--- src/rtl/pkt_pkg.sv ---
// ============================================================================
// pkt_pkg: shared types and constants for the packet capture block.
// Revision: 1.0
// ============================================================================
`default_nettype none

package pkt_pkg;

  typedef enum logic [1:0] {
    IDLE    = 2'd0,
    CAPTURE = 2'd1,
    HANDOFF = 2'd2,
    DROP    = 2'd3
  } state_e;

  localparam logic [31:0] WORD_BYTES     = 32'd4;
  localparam int          CTRL_LEN_LSB   = 0;
  localparam int          CTRL_SEQ_LSB   = 16;
  localparam int          CTRL_VALID_BIT = 31;

  function automatic logic [31:0] make_control(input logic [7:0] seq, input logic [15:0] len);
    logic [31:0] c;
    c                         = '0;
    c[CTRL_VALID_BIT]         = 1'b1;
    c[CTRL_SEQ_LSB +: 8]      = seq;
    c[CTRL_LEN_LSB +: 16]     = len;
    return c;
  endfunction

endpackage

`default_nettype wire

--- src/rtl/ring_addr.sv ---
// ============================================================================
// ring_addr: ring-buffer address helpers (start-of-packet wrap, end address,
// write-pointer advance). Purely combinational. Revision: 1.0
// ============================================================================
`default_nettype none

module ring_addr
  import pkt_pkg::*;
#(
  parameter logic [31:0] BUF_BASE      = 32'h0000_0000,
  parameter logic [31:0] BUF_SIZE      = 32'h0001_0000,
  parameter logic [15:0] MAX_PKT_WORDS = 16'd512
) (
  input  logic [31:0] wr_ptr_i,
  input  logic [31:0] begin_i,
  input  logic [15:0] words_i,
  input  logic [31:0] end_i,
  output logic [31:0] sop_addr_o,
  output logic [31:0] end_addr_o,
  output logic [31:0] next_ptr_o
);

  // 33-bit so a ring ending at the top of the address space cannot overflow.
  localparam logic [32:0] RING_TOP  = {1'b0, BUF_BASE} + {1'b0, BUF_SIZE};
  localparam logic [32:0] MAX_BYTES = {17'b0, MAX_PKT_WORDS} * {1'b0, WORD_BYTES};

  assign sop_addr_o = (({1'b0, wr_ptr_i} + MAX_BYTES) > RING_TOP) ? BUF_BASE : wr_ptr_i;
  assign end_addr_o = begin_i + ({16'b0, words_i} * WORD_BYTES);
  assign next_ptr_o = ({1'b0, end_i} == RING_TOP) ? BUF_BASE : end_i;

endmodule

`default_nettype wire

--- src/rtl/pkt_capture.sv ---
// ============================================================================
// pkt_capture: streams packets into a FIFO and hands a descriptor to a
// host ring-buffer writer. Revision: 1.0
// ============================================================================
`default_nettype none

module pkt_capture
  import pkt_pkg::*;
#(
  parameter logic [31:0] BUF_BASE      = 32'h0000_0000,
  parameter logic [31:0] BUF_SIZE      = 32'h0001_0000,
  parameter logic [15:0] MAX_PKT_WORDS = 16'd512
) (
  input  logic        clk,
  input  logic        reset,
  input  logic [31:0] in_data,
  input  logic        in_valid,
  input  logic        in_sop,
  input  logic        in_eop,
  input  logic [1:0]  in_empty,
  output logic        in_ready,
  output logic [31:0] fifo_in,
  output logic        fifo_wr,
  input  logic        fifo_full,
  output logic        wr_ctrl,
  input  logic        wr_ctrl_rdy,
  output logic [31:0] control,
  output logic [31:0] pkt_begin,
  output logic [31:0] pkt_end,
  output logic [15:0] drop_count
);

  state_e      state_q, state_d;
  logic [31:0] wr_ptr_q, wr_ptr_d;
  logic [7:0]  seq_q, seq_d;
  logic [15:0] drop_q, drop_d;
  logic [15:0] words_q, words_d;
  logic [31:0] fifo_in_q, fifo_in_d;
  logic        fifo_wr_q, fifo_wr_d;
  logic        wr_ctrl_q, wr_ctrl_d;
  logic [31:0] control_q, control_d;
  logic [31:0] pkt_begin_q, pkt_begin_d;
  logic [31:0] pkt_end_q, pkt_end_d;

  logic        accept, start_pkt, over_limit, keep_word, close_pkt, drop_pkt;
  logic [15:0] words_nxt, len;
  logic [31:0] sop_addr, end_addr, next_ptr, begin_sel;

  assign in_ready = ((state_q == IDLE || state_q == CAPTURE) && !fifo_full) || (state_q == DROP);
  assign accept   = in_valid && in_ready;

  // A sop in CAPTURE abandons the current packet and restarts on this word.
  assign start_pkt  = accept && in_sop && (state_q == IDLE || state_q == CAPTURE);
  assign over_limit = accept && !in_sop && (state_q == CAPTURE) && (words_q >= MAX_PKT_WORDS);
  assign keep_word  = accept && !in_sop && (state_q == CAPTURE) && !over_limit;
  assign close_pkt  = (start_pkt || keep_word) && in_eop;
  assign drop_pkt   = (start_pkt && state_q == CAPTURE) || over_limit;
  assign words_nxt  = start_pkt ? 16'd1 : words_q + 16'd1;
  assign len        = words_nxt * WORD_BYTES[15:0] - {14'b0, in_empty};
  assign begin_sel  = start_pkt ? sop_addr : pkt_begin_q;

  ring_addr #(
    .BUF_BASE      (BUF_BASE),
    .BUF_SIZE      (BUF_SIZE),
    .MAX_PKT_WORDS (MAX_PKT_WORDS)
  ) u_ring_addr (
    .wr_ptr_i   (wr_ptr_q),
    .begin_i    (begin_sel),
    .words_i    (words_nxt),
    .end_i      (pkt_end_q),
    .sop_addr_o (sop_addr),
    .end_addr_o (end_addr),
    .next_ptr_o (next_ptr)
  );

  always_comb begin
    state_d     = state_q;
    wr_ptr_d    = wr_ptr_q;
    seq_d       = seq_q;
    drop_d      = drop_q;
    words_d     = words_q;
    fifo_in_d   = fifo_in_q;
    fifo_wr_d   = 1'b0;
    wr_ctrl_d   = 1'b0;
    control_d   = control_q;
    pkt_begin_d = pkt_begin_q;
    pkt_end_d   = pkt_end_q;

    if (drop_pkt && drop_q != 16'hFFFF) drop_d = drop_q + 16'd1;

    case (state_q)
      HANDOFF: if (wr_ctrl_rdy) begin
        state_d  = IDLE;
        wr_ptr_d = next_ptr;
        seq_d    = seq_q + 8'd1;
      end
      DROP:    if (accept && in_eop) state_d = IDLE;
      // The overflowing word may itself end the packet; then nothing is left to discard.
      CAPTURE: if (over_limit) state_d = in_eop ? IDLE : DROP;
      default: ;
    endcase

    if (start_pkt) begin
      pkt_begin_d = sop_addr;
      wr_ptr_d    = sop_addr;
      state_d     = CAPTURE;
    end
    if (start_pkt || keep_word) begin
      fifo_wr_d = 1'b1;
      fifo_in_d = in_data;
      words_d   = words_nxt;
    end
    if (close_pkt) begin
      state_d   = HANDOFF;
      pkt_end_d = end_addr;
      control_d = make_control(seq_q, len);
      wr_ctrl_d = 1'b1;
    end
  end

  always_ff @(posedge clk or negedge reset) begin
    if (!reset) begin
      state_q     <= IDLE;
      wr_ptr_q    <= BUF_BASE;
      seq_q       <= 8'd0;
      drop_q      <= 16'd0;
      words_q     <= 16'd0;
      fifo_in_q   <= 32'd0;
      fifo_wr_q   <= 1'b0;
      wr_ctrl_q   <= 1'b0;
      control_q   <= 32'd0;
      pkt_begin_q <= 32'd0;
      pkt_end_q   <= 32'd0;
    end else begin
      state_q     <= state_d;
      wr_ptr_q    <= wr_ptr_d;
      seq_q       <= seq_d;
      drop_q      <= drop_d;
      words_q     <= words_d;
      fifo_in_q   <= fifo_in_d;
      fifo_wr_q   <= fifo_wr_d;
      wr_ctrl_q   <= wr_ctrl_d;
      control_q   <= control_d;
      pkt_begin_q <= pkt_begin_d;
      pkt_end_q   <= pkt_end_d;
    end
  end

  assign fifo_in    = fifo_in_q;
  assign fifo_wr    = fifo_wr_q;
  assign wr_ctrl    = wr_ctrl_q;
  assign control    = control_q;
  assign pkt_begin  = pkt_begin_q;
  assign pkt_end    = pkt_end_q;
  assign drop_count = drop_q;

endmodule

`default_nettype wire

--- config.mk ---
export PLATFORM = sky130hd
export DESIGN_NAME = pkt_capture
export DESIGN_NICKNAME = d
export VERILOG_FILES = /design/src/rtl/pkt_pkg.sv /design/src/rtl/ring_addr.sv /design/src/rtl/pkt_capture.sv
export SDC_FILE = /design/constraint.sdc
export NUM_CORES = 1
export LEC_CHECK = 0
export BUFFER_PORTS_ARGS = -buffer_cell sky130_fd_sc_hd__clkbuf_2
export CAP_MARGIN = 20
export CORE_ASPECT_RATIO = 1.5
export CORE_MARGIN = 4
export CORE_UTILIZATION = 55
export CTS_CLUSTER_SIZE = 10
export DETAILED_ROUTE_END_ITERATION = 16
export PLACE_DENSITY_LB_ADDON = 0.2
export SYNTH_ARGS = -nofsm -noshare
export SYNTH_HDL_FRONTEND = slang
export SYNTH_SLANG_ARGS = --single-unit
--- constraint.sdc ---
create_clock -name clk -period 10 [get_ports clk]
set_input_delay 0.5 -clock clk [delete_from_list [all_inputs] [get_ports clk]]
set_output_delay 0.5 -clock clk [all_outputs]
set_load 0.05 [all_outputs]
Word level (Yosys, flattened, before mapping)
Cells that the tools add are included.

Logic and storage cells: 69. Flip-flop bits (word level): 197. Output and inout port bits: 147.

Eq/ne operators: 8. Multiplexer cells: 16. Reductions and logical operators: 26. $add $sub $neg: 6. Magnitude comparators: 2.

Operators with widths (count): $mux W32 (6); $add A32 B12 Y33 const B (1); $gt A33 B17 Y1 const B (1); $add A16 B1 Y16 const B (2); $add A32 B18 Y32 (1); $eq A32 B17 Y1 const B (1); $ge A16 B10 Y1 const B (1); $mux W16 (1); $ne A16 B16 Y1 const B (1); $sub A16 B2 Y16 (1); $logic_and A1 B1 Y1 (12); $mux W2 (6); $add A8 B1 Y8 const B (1); $ne A4 B4 Y1 const B (2); $pmux W2 S3 (1); $reduce_bool A5 Y1 (1); $eq A2 B2 Y1 const B (2); $logic_or A1 B1 Y1 (4); $ne A4 B3 Y1 const B (1); $reduce_and A2 Y1 (2); $reduce_and A4 Y1 (1); $reduce_bool A2 Y1 (2); $logic_not A1 Y1 (3); $eq A2 B1 Y1 const B (1); other kinds (2) (3).

Logic depth before layout (Yosys ltp)
Gate-level depths: netlist of run 1.

Depth after elaboration: 14. Gate-level depth with buffers: 18. Depth with buffers taken out: 17.

By module
From an unflattened synthesis of run 1, not the netlist that was laid out.

Cell total of the unflattened synthesis: 1128. Area total of the unflattened synthesis: 10450.0 um2.

Modules (own cells, without submodules): pkt_capture (instances 1, area an instance 8391.8 um2, cells an instance 810); ring_addr (instances 1, area an instance 2058.2 um2, cells an instance 318).

Worst setup path after synthesis of run 1
Ideal clock, no wire load.

Path type: reg2reg. Start: register wr_ptr_q[11]. End: register pkt_end_q[31], in the netlist pkt_end[31]. Setup time: 0.125 ns. Data required time: 9.875 ns. Data arrival time: 3.780 ns. Path slack: 6.095 ns. Stages on the path, launching flop included: 19. Buffers on the path: 2. Path through: dfrtp_1 > ha_1 > and2_1 > a21oi_1 > o32a_1 > o21ai_0 > nand4_2 > and4b_1 > buf_6 > buf_12 > a22o_1 > ha_1 > a211oi_1 > o211ai_1 > a311oi_1 > a21boi_1 > o211ai_1 > xnor2_1 > mux2_2.

Cells in the longest elaborated chain, start to end: 5.

Ends and longest elaborated chain: from (decl) (line pkt_capture.sv:34) `logic [31:0] wr_ptr_q, wr_ptr_d;`; from (signal assigned) (line pkt_capture.sv:136) `wr_ptr_q <= wr_ptr_d;`; $add A32 B12 Y33 (line ring_addr.sv:27) `assign sop_addr_o = (({1'b0, wr_ptr_i} + MAX_BYTES) > RING_TOP) ? BUF_BASE : wr_ptr_i;`; $gt A33 B17 Y1 (line ring_addr.sv:27); $mux W32 (line ring_addr.sv:27); $mux W32; named net begin_sel[3] (line pkt_capture.sv:47) `logic [31:0] sop_addr, end_addr, next_ptr, begin_sel;`; $add A32 B18 Y32 (line ring_addr.sv:28) `assign end_addr_o = begin_i + ({16'b0, words_i} * WORD_BYTES);`; to (signal assigned) (line pkt_capture.sv:145) `pkt_end_q <= pkt_end_d;`; to (decl) (line pkt_capture.sv:43) `logic [31:0] pkt_end_q, pkt_end_d;`.

The timed path passes the listed nets, and every way through them passes these cells. A chain may end at the register's enable or synchronous reset.

Worst setup path in the final report of run 1
Same ends and word-level chain as after synthesis.

==> results_dict.tcl, run 1 <==
set metrics [dict create \
    initial_core_util 0.558 \
    synth_xor_area_frac 0.0709 \
    synthSimpleGateAreaFrac 0.169 \
    async_flop_share 1.00 \
    synth-adder-area-share 0.0306 \
    leakagePower_nw 5.48 \
    synth_seq_cells 197 \
    fill_cells 1454 \
    maxCapViolCount 0 \
    num_antenna_cells 0 \
    cts.repair.resized 0 \
    htreeDepth 4 \
    power_w 0.00296 \
    slowest_stage "and4b_1" \
    syn_avg_cell_area_sq_um 10.6 \
    areaGrowthSynthToFinish_pct 16.3 \
    drt_wl_total_mm 23.2 \
    ant_nets 0 \
    cp_num_cells 16 \
    wl_per_cell_um 17.8 \
    hold_viol_final 0 \
    required_ns 10.32 \
    ys_warn_count 0 \
    rsz0062_at_grt "no" \
    dp_hpwl_mm 16.8 \
    synth-compound-area-share 0.133 \
    setup_viol 0 \
    multi_input_area_sq_um 4400 \
    r2r-end "pkt_end[31]$_DFFE_PN0P_" \
    antenna_found_initial 0 \
    io_pins 188 \
    status "complete, no violations" \
    fin_crit_sh 0.507 \
    rows 59 \
    cpLargestDelayFamily "compound AO/OA/AOI/OAI gates" \
    viasPerCell 5.70 \
    worstPathCellList "ha_1, and2_1, a21oi_1, o32a_1, o21ai_0, nand4_2, and4b_1, a22o_1, ha_1, a21oi_1, o21ai_1, a311oi_1, a21boi_1, o211ai_1, xnor2_1, mux2_2" \
    layout-drive-gt1-share 0.264 \
    firstDrtPassIters 5 \
    arrival_ns 5.40 \
    critPathCaptureType "register" \
    cp-endpoint "pkt_end[31]$_DFFE_PN0P_" \
    final_cell_mix "dfrtp_1, clkbuf_2, nand2_1, nor2_1, o21ai_0" \
    clock-sinks 197 \
    min_period_ns 5.07 \
    overflow 0 \
    drv_slew 0 \
    grt_pass1_wl_mm 38.4 \
    io_buffers 180 \
    clk_latency_ns 0.43 \
    nNetsFinal 1139 \
    layout_commonest_cell "dfrtp_1" \
    critPathMaxFanout 17 \
    synth.cell_area_sq_um 9640 \
    yosysSeqAreaShare 0.511 \
    die-area_sq_um 19800 \
    critPathBufInv 0 \
    synthDistinctLibCells 72 \
    hold_path.class "in2async" \
    cp-startpoint "wr_ptr_q[11]$_DFFE_PN0P_" \
    ir_worst_vdd_uv 218 \
    die_x_um 116 \
    root_buffer "clkbuf_16" \
    num_vias 7416 \
    tns_ns 0 \
    gp_congestion 0.894 \
    route.detailed.drc 0 \
    grt_max_degree 125 \
    design.core.area_sq_um 17300 \
    clk_path_buf_depth 2 \
    cp-start-kind "register" \
    postCtsHoldBufs 0 \
    r2r_slack_ns 4.93 \
    fmax_mhz 197 \
    regArea_sq_um 4930 \
    cts_buffers 17 \
    synth_edf_count 0 \
    grt_pass1_vias 7615 \
    worst_pin_slew_ns 0.975 \
    synth-main-ff-cell "dfrtp_1" \
    synth.area.mux_share 0.0484 \
    cts_setup_buffers 0 \
    slowest_delay_ns 0.76 \
    r2r-start "wr_ptr_q[11]$_DFFE_PN0P_" \
    cellPowerDensity_nw_per_um2 264 \
    track_usage 0.244 \
    drt_iter0_drc 455 \
    r2r_cells 16 \
    fin_skew_ns 0.0129 \
    synth_top_family_by_area "simple AND/OR/NAND/NOR gates" \
    clk_pin_slew_ns 0.08 \
    die_h_um 170 \
    relSlewSlack 0.346 \
    cts_tree "built" \
    crit_type "reg2reg" \
    syn-instance-count 913 \
]
==> per-layer routing <==
layer | routed length, um | global-route usage | up-vias
li1 | - | - | 3555
met1 | 9350 | 0.307 | 3588
met2 | 11900 | 0.413 | 234
met3 | 1360 | 0.0534 | 39
met4 | 523 | 0.0888 | 0
met5 | 0 | 0 | -
==> cells in the mapped netlist (8+ instances only) <==
| cell | number | area, sq um |
|---|---|---|
| xor2_1 | 33 | 289 |
| and3_1 | 10 | 62.6 |
| o21ai_0 | 47 | 235 |
| mux2_2 | 37 | 417 |
| nand2_1 | 120 | 450 |
| inv_1 | 19 | 71.3 |
| buf_2 | 9 | 45.0 |
| a22o_2 | 8 | 80.1 |
| a21oi_1 | 23 | 115 |
| nor4_1 | 14 | 87.6 |
| ha_1 | 22 | 275 |
| clkbuf_1 | 24 | 90.1 |
| nand4_1 | 17 | 106 |
| and2_1 | 23 | 144 |
| xnor2_1 | 45 | 394 |
| nand3_1 | 26 | 130 |
| nor3_1 | 15 | 75.1 |
| buf_4 | 9 | 67.6 |
| nor2_1 | 59 | 221 |
| dfrtp_1 | 197 | 4930 |
| a22o_1 | 42 | 368 |
==> logic make-up (layout without fill, tap and decap cells) <==
group,Yosys count,in the layout
AOI/OAI and AO/OA,179,179
xor gates and xnor gates,78,78
adders and majority gates,23,23
buffers and inverters,70,238
DFF,197,197
muxes,42,42
other,1,7
and+or+nand+nor,323,323
==> power by group <==
group	total [W]	internal, W	switching (W)
Sequential	0.00112	0.000973	0.000151
Clock	0.000684	0.000357	0.000328
Combinational	0.00115	0.000311	0.000844
Total	0.00296	0.00164	0.00132
==> worst min path at each step <==
stage | from | end | slack (ns) | cells after the start
after CTS | reset | wr_ptr_q[10]$_DFFE_PN0P_ | 0.26 | 1
after floorplan | reset | control[0]$_DFFE_PN0P_ | 0.20 | 0
final | reset | wr_ptr_q[10]$_DFFE_PN0P_ | 0.21 | 1
after detailed placement | control[31]$_DFFE_PN0P_ | control[31]$_DFFE_PN0P_ | 0.46 | 1
after global routing | in_data[18] | fifo_in[18]$_DFFE_PN0N_ | 0.28 | 2
after global placement | control[31]$_DFFE_PN0P_ | control[31]$_DFFE_PN0P_ | 0.45 | 1
==> registers in the layout, summed over array words and instances, names as in the netlist <==
register / count
drop_count: 16
fifo_wr: 1
seq_q: 8
wr_ptr_q: 32
pkt_end: 32
pkt_begin: 32
fifo_in: 32
wr_ctrl: 1
words_q: 16
state_q: 2
control: 25
==> layout make-up <==
type | instances | share of cell area
Sequential cell | 197 | 0.440
Multi-Input combinational cell | 652 | 0.392
Timing Repair Buffer | 187 | 0.0858
Clock buffer | 17 | 0.0379
Tap cell | 213 | 0.0238
Clock inverter | 14 | 0.0141
Inverter | 20 | 0.00669
==> stage by stage <==
step | setup slack [ns] | std cells | instance area (sq um) | util | hold slack (ns)
floorplan | 6.10 | 919 | 9660 | - | 0.204
global placement | 5.05 | 1268 | 10600 | 0.615 | 0.448
detailed placement | 5.05 | 1268 | 10600 | 0.615 | 0.459
CTS | 5.02 | 1299 | 11200 | 0.649 | 0.257
global route | 4.58 | 1300 | 11200 | 0.649 | 0.281
finish | 4.93 | 1300 | 11200 | 0.649 | 0.206
Power figures use the tool's default switching activity.
==> run 2: changes to the inputs <==
Settings changed: CORE_UTILIZATION 55 to 50.
Clock period 10 ns to 4.6 ns, I/O delays scaled along.
==> results_dict.tcl, run 2 (synthesis gave the netlist of run 1 again) <==
set metrics [dict create \
    track_usage 0.224 \
    io_buffers 180 \
    holdWs_ns -0.0296 \
    firstDrtPassIters 5 \
    arrival_ns 4.57 \
    drt_wl_total_mm 23.7 \
    worst_path_most_repeated_cell "o211ai_1" \
    postCtsHoldBufs 0 \
    fin_crit_sh 0.923 \
    violations "hold timing" \
    final_cell_mix "dfrtp_1, clkbuf_2, nand2_1, nor2_1, o21ai_0" \
    design.core.area_sq_um 18800 \
    viasPerCell 5.57 \
    place_ws_ns 0.155 \
    dp_hpwl_mm 17.7 \
    gp_congestion 0.879 \
    layout_commonest_cell "dfrtp_1" \
    drt_iter0_drc 483 \
    die_x_um 121 \
    clk_path_buf_depth 2 \
    status "complete, but fails checks" \
    min_period_ns 4.24 \
    rsz0062_at_grt "no" \
    wl_per_cell_um 17.6 \
    areaGrowthSynthToFinish_pct 17.5 \
    required_ns 4.93 \
    clock-sinks 197 \
    grt_pass1_vias 7602 \
    htreeDepth 4 \
    tns_ns 0 \
    drv_slew 0 \
    grt_max_degree 129 \
    r2r-start "wr_ptr_q[11]$_DFFE_PN0P_" \
    slowest_stage "dfrtp_2" \
    hold_path.class "in2async" \
    hold_viol_final 22 \
    fmax_mhz 236 \
    worstPathCellList "ha_2, nand4_2, nor2_2, o21ai_2, a2111oi_4, and4b_1, buf_4, a22o_1, ha_1, a21oi_1, o211ai_1, a311oi_2, a21boi_2, o211ai_1, xnor2_1, mux2_2" \
    num_vias 7480 \
    leakagePower_nw 5.49 \
    worst_pin_slew_ns 1.03 \
    cp-startpoint "wr_ptr_q[11]$_DFFE_PN0P_" \
    route.detailed.drc 0 \
    overflow 0 \
    setup_ws_ns 0.356 \
    clk_latency_ns 0.44 \
    maxCapViolCount 0 \
    die-area_sq_um 21600 \
    ant_nets 0 \
    fin_skew_ns 0.0126 \
    initial_core_util 0.513 \
    nNetsFinal 1142 \
    die_h_um 178 \
    layout-drive-gt1-share 0.274 \
    clk_pin_slew_ns 0.08 \
    cts_setup_buffers 0 \
    slowest_delay_ns 0.44 \
    root_buffer "clkbuf_16" \
    num_antenna_cells 0 \
    final_util 0.603 \
    relSlewSlack 0.312 \
    cts_buffers 17 \
    critPathCaptureType "register" \
    io_pins 188 \
    cts.repair.resized 0 \
    critPathMaxFanout 13 \
    setup_viol 0 \
    antenna_found_initial 0 \
    cellPowerDensity_nw_per_um2 565 \
    crit_type "reg2reg" \
    rows 61 \
    cts_tree "built" \
    grt_pass1_wl_mm 38.4 \
    ir_worst_vdd_uv 403 \
    cp-start-kind "register" \
]
[run 2: changes by cell type in the layout (fill, tap and decap cells not counted), moves of 2 or more]
cell / delta
clkinv_4: +4
buf_4: +2
dfrtp_1: -2
dfrtp_2: +2
[run 2: power by group]
group | switching [W] | leakage (nW) | internal (W)
combinational | 0.00184 | 2.59 | 0.000680
clock | 0.000704 | 0.285 | 0.000736
sequential | 0.000325 | 2.62 | 0.00211
total | 0.00287 | 5.49 | 0.00353
[run 2: through the flow]
step	cells	instance area [sq um]	power, W	hold WS (ns)
floorplan	919	9660	0.00433	-0.0656
global placement	1311	10700	0.00498	0.452
detailed placement	1311	10700	0.00501	0.457
CTS	1343	11300	0.00646	0.00839
global route	1343	11300	0.00673	0.0128
finish	1343	11300	0.00640	-0.0296
[run 2: final timing paths]
| kind | slack [ns] | depth (start not counted) | endpoint |
|---|---|---|---|
| max in group asynchronous | 3.71 | 2 | pkt_begin[31]$_DFF_PN0_ |
| min | -0.03 | 1 | drop_count[3]$_DFFE_PN0P_ |
| max | 0.36 | 16 | pkt_end[31]$_DFFE_PN0P_ |
| min reg2reg | 0.47 | 1 | control[31]$_DFFE_PN0P_ |
| min in group clk | 0.02 | 2 | fifo_in[12]$_DFFE_PN0N_ |
| max reg2reg | 0.36 | 16 | pkt_end[31]$_DFFE_PN0P_ |
[run 2: worst max-delay path: cells and delay by family, from the launching register on]
kind | cells | cell delay (ns)
xor+xnor | 1 | 0.09
simple gates | 3 | 0.66
mux | 1 | 0.26
buf+inv | 1 | 0.20
compound gates | 8 | 1.95
flops | 1 | 0.44
fa+ha+maj | 2 | 0.53
[run 2: area by class of cell]
class                   instances  area, sq um
inverters                      20         75.1
flip-flops and latches        197         4930
clock inverters                14          135
fillers                      1668         7450
clock buffers                  18          439
repair buffers                190          997
multi-input cells             652         4430
well taps                     252          315
[run 2: metal layers]
| layer | wire (um) | up-vias | GRT usage |
|---|---|---|---|
| li1 | - | 3557 | - |
| met1 | 9270 | 3670 | 0.268 |
| met2 | 12600 | 219 | 0.397 |
| met3 | 1330 | 34 | 0.0504 |
| met4 | 528 | 0 | 0.0757 |
| met5 | 0 | - | 0 |
